==> src/rtl/pixel_replication.sv <==
// Nearest-neighbour 1x/2x/4x upscaler: raster-scans the output frame, reads the source pixel, writes it 2 cycles later.
// Optional line buffer (PIXEL_REPLICATION_ROW_BUFFER_EN) serves replicated rows without re-reading source memory.
module pixel_replication #(
  parameter int SRC_W = 160,
  parameter int SRC_H = 120
) (
  input  logic        clk,
  input  logic        reset,
  input  logic        enable,
  input  logic [2:0]  zoom_level,
  input  logic [7:0]  pixel_in,
  output logic [14:0] read_addr,
  output logic        read_en,
  output logic [7:0]  pixel_out,
  output logic [18:0] write_addr,
  output logic        write_en,
  output logic        done
);
  localparam int XSW = $clog2(SRC_W);
  localparam int YSW = $clog2(SRC_H);
  localparam logic [9:0] XM0 = 10'(SRC_W - 1);
  localparam logic [9:0] XM1 = 10'(2 * SRC_W - 1);
  localparam logic [9:0] XM2 = 10'(4 * SRC_W - 1);
  localparam logic [8:0] YM0 = 9'(SRC_H - 1);
  localparam logic [8:0] YM1 = 9'(2 * SRC_H - 1);
  localparam logic [8:0] YM2 = 9'(4 * SRC_H - 1);

  typedef enum logic [1:0] {IDLE, RUN, FLUSH, DONE} state_t;

  state_t      r_state;
  logic [1:0]  r_shift;
  logic [9:0]  r_x, r_xmax;
  logic [8:0]  r_y, r_ymax;
  logic [18:0] r_oaddr, r_wa1;
  logic        r_flush, r_v1;

  logic            w_run, w_last;
  logic [XSW-1:0]  w_xsrc;
  logic [YSW-1:0]  w_ysrc;
  logic [14:0]     w_read_addr;
  logic [7:0]      w_pix;

  assign w_run       = (r_state == RUN);
  assign w_last      = (r_x == r_xmax) && (r_y == r_ymax);
  assign w_xsrc      = XSW'(r_x >> r_shift);
  assign w_ysrc      = YSW'(r_y >> r_shift);
  assign w_read_addr = 15'(w_ysrc) * 15'(SRC_W) + 15'(w_xsrc);
  assign read_addr   = w_run ? w_read_addr : '0;

`ifdef PIXEL_REPLICATION_ROW_BUFFER_EN
  logic [7:0]     r_lb [SRC_W];
  logic [7:0]     r_lb_q;
  logic           r_lb_sel;
  logic [XSW-1:0] r_xsrc1;
  logic           w_first_row;

  always_comb begin
    w_first_row = 1'b1;
    case (r_shift)
      2'd1:    w_first_row = ~r_y[0];
      2'd2:    w_first_row = (r_y[1:0] == 2'd0);
      default: w_first_row = 1'b1;
    endcase
  end

  assign read_en = w_run & w_first_row;
  assign w_pix   = r_lb_sel ? r_lb_q : pixel_in;

  // Memory-sourced pixels are captured as they return so later rows of the group can reuse them.
  always_ff @(posedge clk) begin
    if (w_run) r_lb_q <= r_lb[w_xsrc];
    if (r_v1 && !r_lb_sel) r_lb[r_xsrc1] <= pixel_in;
  end

  always_ff @(posedge clk or posedge reset) begin
    if (reset) begin
      r_lb_sel <= 1'b0;
      r_xsrc1  <= '0;
    end else if (w_run) begin
      r_lb_sel <= ~w_first_row;
      r_xsrc1  <= w_xsrc;
    end
  end
`else
  assign read_en = w_run;
  assign w_pix   = pixel_in;
`endif

  always_ff @(posedge clk or posedge reset) begin
    if (reset) begin
      r_state    <= IDLE;
      r_shift    <= '0;
      r_x        <= '0;
      r_y        <= '0;
      r_xmax     <= '0;
      r_ymax     <= '0;
      r_oaddr    <= '0;
      r_wa1      <= '0;
      r_flush    <= 1'b0;
      r_v1       <= 1'b0;
      pixel_out  <= '0;
      write_addr <= '0;
      write_en   <= 1'b0;
      done       <= 1'b0;
    end else begin
      r_v1     <= 1'b0;
      write_en <= r_v1;
      if (r_v1) begin
        pixel_out  <= w_pix;
        write_addr <= r_wa1;
      end
      case (r_state)
        IDLE: begin
          if (enable) begin
            case (zoom_level)
              3'd3:    begin r_shift <= 2'd1; r_xmax <= XM1; r_ymax <= YM1; end
              3'd4:    begin r_shift <= 2'd2; r_xmax <= XM2; r_ymax <= YM2; end
              default: begin r_shift <= 2'd0; r_xmax <= XM0; r_ymax <= YM0; end
            endcase
            r_x     <= '0;
            r_y     <= '0;
            r_oaddr <= '0;
            r_state <= RUN;
          end
        end
        RUN: begin
          if (!enable) begin
            write_en <= 1'b0;
            r_state  <= IDLE;
          end else begin
            r_v1    <= 1'b1;
            r_wa1   <= r_oaddr;
            r_oaddr <= r_oaddr + 19'd1;
            if (r_x == r_xmax) begin
              r_x <= '0;
              r_y <= r_y + 9'd1;
            end else begin
              r_x <= r_x + 10'd1;
            end
            if (w_last) begin
              r_flush <= 1'b0;
              r_state <= FLUSH;
            end
          end
        end
        FLUSH: begin
          if (!enable) begin
            write_en <= 1'b0;
            r_state  <= IDLE;
          end else if (r_flush) begin
            done    <= 1'b1;
            r_state <= DONE;
          end else begin
            r_flush <= 1'b1;
          end
        end
        DONE: begin
          if (!enable) begin
            done    <= 1'b0;
            r_state <= IDLE;
          end
        end
        default: r_state <= IDLE;
      endcase
    end
  end
endmodule
==> config.mk <==
export PLATFORM = sky130hd
export DESIGN_NAME = pixel_replication
export DESIGN_NICKNAME = d
export VERILOG_FILES = /design/src/rtl/pixel_replication.sv
export SDC_FILE = /design/constraint.sdc
export NUM_CORES = 1
export LEC_CHECK = 0
export ABC_CLOCK_PERIOD_IN_PS = 7600
export CAP_MARGIN = 20
export CORE_MARGIN = 10
export CORE_UTILIZATION = 50
export DETAILED_ROUTE_END_ITERATION = 8
export PLACE_DENSITY = 0.72
export SKIP_LAST_GASP = 1
export SLEW_MARGIN = 20
export SYNTH_ARGS = -nofsm -noshare
export SYNTH_HDL_FRONTEND = slang
export SYNTH_SLANG_ARGS = --single-unit
==> constraint.sdc <==
create_clock -name clk -period 7.6 [get_ports clk]
set_input_delay 1.9 -clock clk [delete_from_list [all_inputs] [get_ports clk]]
set_output_delay 1.9 -clock clk [all_outputs]
set_load 0.02 [all_outputs]
==> impl_metrics.json <==
{
  "power_frac_seq_pct": 46.7,
  "io_pins": 59,
  "routed-via-count": 3726,
  "max_stage_delay_ns": 0.93,
  "start_util_pct": 51.1,
  "place_congestion": 0.840,
  "wl_per_cell_um": 15.2,
  "crit_slowest_cell": "dfrtp_1",
  "rsz0062_at_grt": "no",
  "synthMuxAreaShare_pct": 11.2,
  "yosysWarnings": 0,
  "post-dp-hpwl_mm": 7.58,
  "fin_skew_ns": 0.00840,
  "internal_power_mw": 0.918,
  "worstSetupStartpointType": "flip-flop",
  "final_util_pct": 59.3,
  "post-route-min-period_ns": 6.49,
  "die_w_um": 123,
  "power_switching_mw": 0.534,
  "grt_pass1_vias": 3738,
  "timing.final.hold_violations": 0,
  "fillers": 884,
  "antenna_cells": 0,
  "antenna_left": 0,
  "layout_commonest_cell": "dfrtp_1",
  "grt_usage_pct": 14.7,
  "synth-compound-area-share_pct": 7.81,
  "cp_common_cell": "ha_1",
  "clockRootBuffer": "clkbuf_8",
  "relSlewSlack_pct": 41.1,
  "p_comb_share_pct": 32.0,
  "cp_cell_sequence": "mux4_2 > ha_1 > ha_1 > inv_1 > fa_1 > xor2_1 > nor2_1 > nand3_1 > nor4bb_1 > xnor3_1 > and2_1 > clkdlybuf4s50_1",
  "regArea_um2": 2430,
  "ys_types": 55,
  "viasPerCell": 5.38,
  "drt_pass1_iterations": 6,
  "multi_input_area_um2": 2650,
  "worst_ep_arrival_time_ns": 4.59,
  "drt_iter0_markers": 164,
  "yosys.area_share.simple_pct": 18.3,
  "ys.flop_type": "dfrtp_1",
  "cts_made_buffers": 9,
  "core_area_um2": 10300,
  "cts.sinks": 97,
  "cp.required_ns": 5.70,
  "hold_class": "reg2reg",
  "leakage_nw": 2.83,
  "cts_buffer_depth": 2,
  "synthArstFlopShare_pct": 100,
  "cts_setup_buffers": 0,
  "final_nets": 587,
  "overflow": 0,
  "drt_wl_total_mm": 10.5,
  "netlist_instances": 505,
  "layout_common_cells": "dfrtp_1 (96), nand2_1 (75), clkdlybuf4s50_1 (58)",
  "cellPowerDensity_nw_per_um2": 238,
  "use_met3_pct": 3.72,
  "setup_viol": 0,
  "drc": 0,
  "syn-cell-area_um2": 5260,
  "crit_type": "reg2out",
  "drv_slew": 0,
  "clock_latency_ns": 0.36,
  "grt_pass1_wl_mm": 18.1,
  "use_met1_pct": 18.7,
  "syn_to_final_growth_pct": 15.9,
  "outcome": "finished, final reports clean",
  "yosys.area_share.adder_pct": 5.52,
  "swShare_pct": 36.8,
  "clk_pin_slew_ns": 0.10,
  "end_kind": "output pin",
  "cts_max_level": 3,
  "dpl_cell_area_um2": 5920,
  "worst_slew_pin_slew_ns": 0.884,
  "final_cell_area_um2": 6090,
  "power_mw": 1.45,
  "synth_top_family_by_area": "simple AND/OR/NAND/NOR gates",
  "postCtsResizedCells": 0,
  "place_ws_ns": 1.45,
  "tns_ns": 0,
  "grt_max_degree": 58,
  "io_buffers": 58,
  "die_h_um": 123,
  "max_freq_mhz": 154,
  "drive_gt1_share_pct": 12.2,
  "rows": 37,
  "cap_violations": 0,
  "ys_ff_latch": 97,
  "synth_xor_area_share_pct": 7.59,
  "period_share_pct": 85.3,
  "synth-edff-count": 0,
  "top_usage_layer": "met2",
  "cts_tree": "yes",
  "grt.met2_usage_pct": 24.4,
  "holdBufCountCts": 0,
  "syn_nets": 541,
  "cp_max_fo": 20,
  "syn_area_per_cell_um2": 10.4,
  "layout_setup_ws_ns": 1.11,
  "power.clock.fraction_pct": 21.3,
  "dieArea_um2": 15000,
  "ir_worst_vdd_v": 0.000216,
  "ys_seq_area_share_pct": 46.2,
  "antenna_found_initial": 0
}
critical path, delay by kind of cell, from the launching register on:
| kind | cells | cell delay [ns] |
|---|---|---|
| flops | 1 | 0.93 |
| fa+ha+maj | 3 | 0.87 |
| simple gates | 4 | 0.74 |
| mux | 1 | 0.66 |
| buf+inv | 2 | 0.59 |
| xor+xnor | 2 | 0.43 |
stage by stage:
step | std cells | hold WS [ns]
floorplan | 505 | 0.440
global placement | 676 | 0.456
detailed placement | 676 | 0.460
CTS | 692 | 0.484
global route | 692 | 0.516
finish | 692 | 0.480
metal layers:
metal / part of all wire, % / up-vias
li1: - / 1827
met5: 0 / -
met2: 50 / 52
met1: 45 / 1837
met3: 4.7 / 10
met4: 1.1 / 0
power groups by stage:
stage	clock (mW)	combinational, mW	sequential [mW]
6_report	0.310	0.464	0.678
5_1_grt	0.344	0.509	0.693
4_1_cts	0.319	0.473	0.680
3_5_place_dp	0	0.470	0.690
3_3_place_gp	0	0.463	0.683
2_1_floorplan	0	0.320	0.676
worst paths after layout:
path / from / cells after the start / to / slack [ns]
worst max-delay path: r_shift[0] / 12 / read_addr[13] / 1.11
worst min-delay path: r_wa1[9] / 2 / r_wa1[9] / 0.48
worst max register to register: r_state[1] / 6 / r_flush / 4.36
worst min register to register: r_wa1[9] / 2 / r_wa1[9] / 0.48
max in group asynchronous: reset / 3 / r_v1 / 4.59
min in group asynchronous: reset / 2 / r_flush / 1.91
final cells by class:
class	count	area share [%]
Inverter	18	1.15
Clock buffer	10	2.09
Tap cell	136	2.79
Sequential cell	97	39.8
Clock inverter	6	0.821
Multi-Input combinational cell	365	43.5
Timing Repair Buffer	60	9.77
cell usage after synthesis (3+ instances only):
cell	count	share of area, %
a211oi_1	3	0.43
xnor2_1	12	2.0
o21a_1	3	0.43
ha_1	20	4.8
nand2_1	75	5.4
and2_1	15	1.8
clkbuf_1	16	1.1
xor2_1	31	5.2
nand3_1	20	1.9
nor3_1	5	0.48
mux2_2	28	6.0
o21ai_0	13	1.2
a21o_1	5	0.71
and3_1	9	1.1
inv_1	18	1.3
nor2_1	40	2.9
a21boi_0	3	0.43
buf_2	6	0.57
a21oi_1	14	1.3
or3_1	3	0.36
mux4_2	9	3.9
a31oi_1	3	0.36
nor2b_1	5	0.60
nand4_1	7	0.83
dfrtp_1	97	46
o21ai_1	5	0.48
cells by family after synthesis:
group / after synthesis
buffers and inverters: 43
XOR/XNOR: 44
multiplexers: 41
adder cells (fa/ha/maj): 22
flip-flops: 97
AND/OR/NAND/NOR: 197
AO/OA/AOI/OAI: 61
registers in the layout (all words and copies together) (netlist names):
| name | cells |
|---|---|
| done | 1 |
| write_addr | 19 |
| r_ymax | 2 |
| r_y | 9 |
| r_flush | 1 |
| r_v1 | 1 |
| r_wa1 | 19 |
| pixel_out | 8 |
| write_en | 1 |
| r_shift | 1 |
| r_state | 2 |
| r_xmax | 4 |
| r_x | 10 |
| r_oaddr | 19 |
Power figures use the tool's default switching activity.
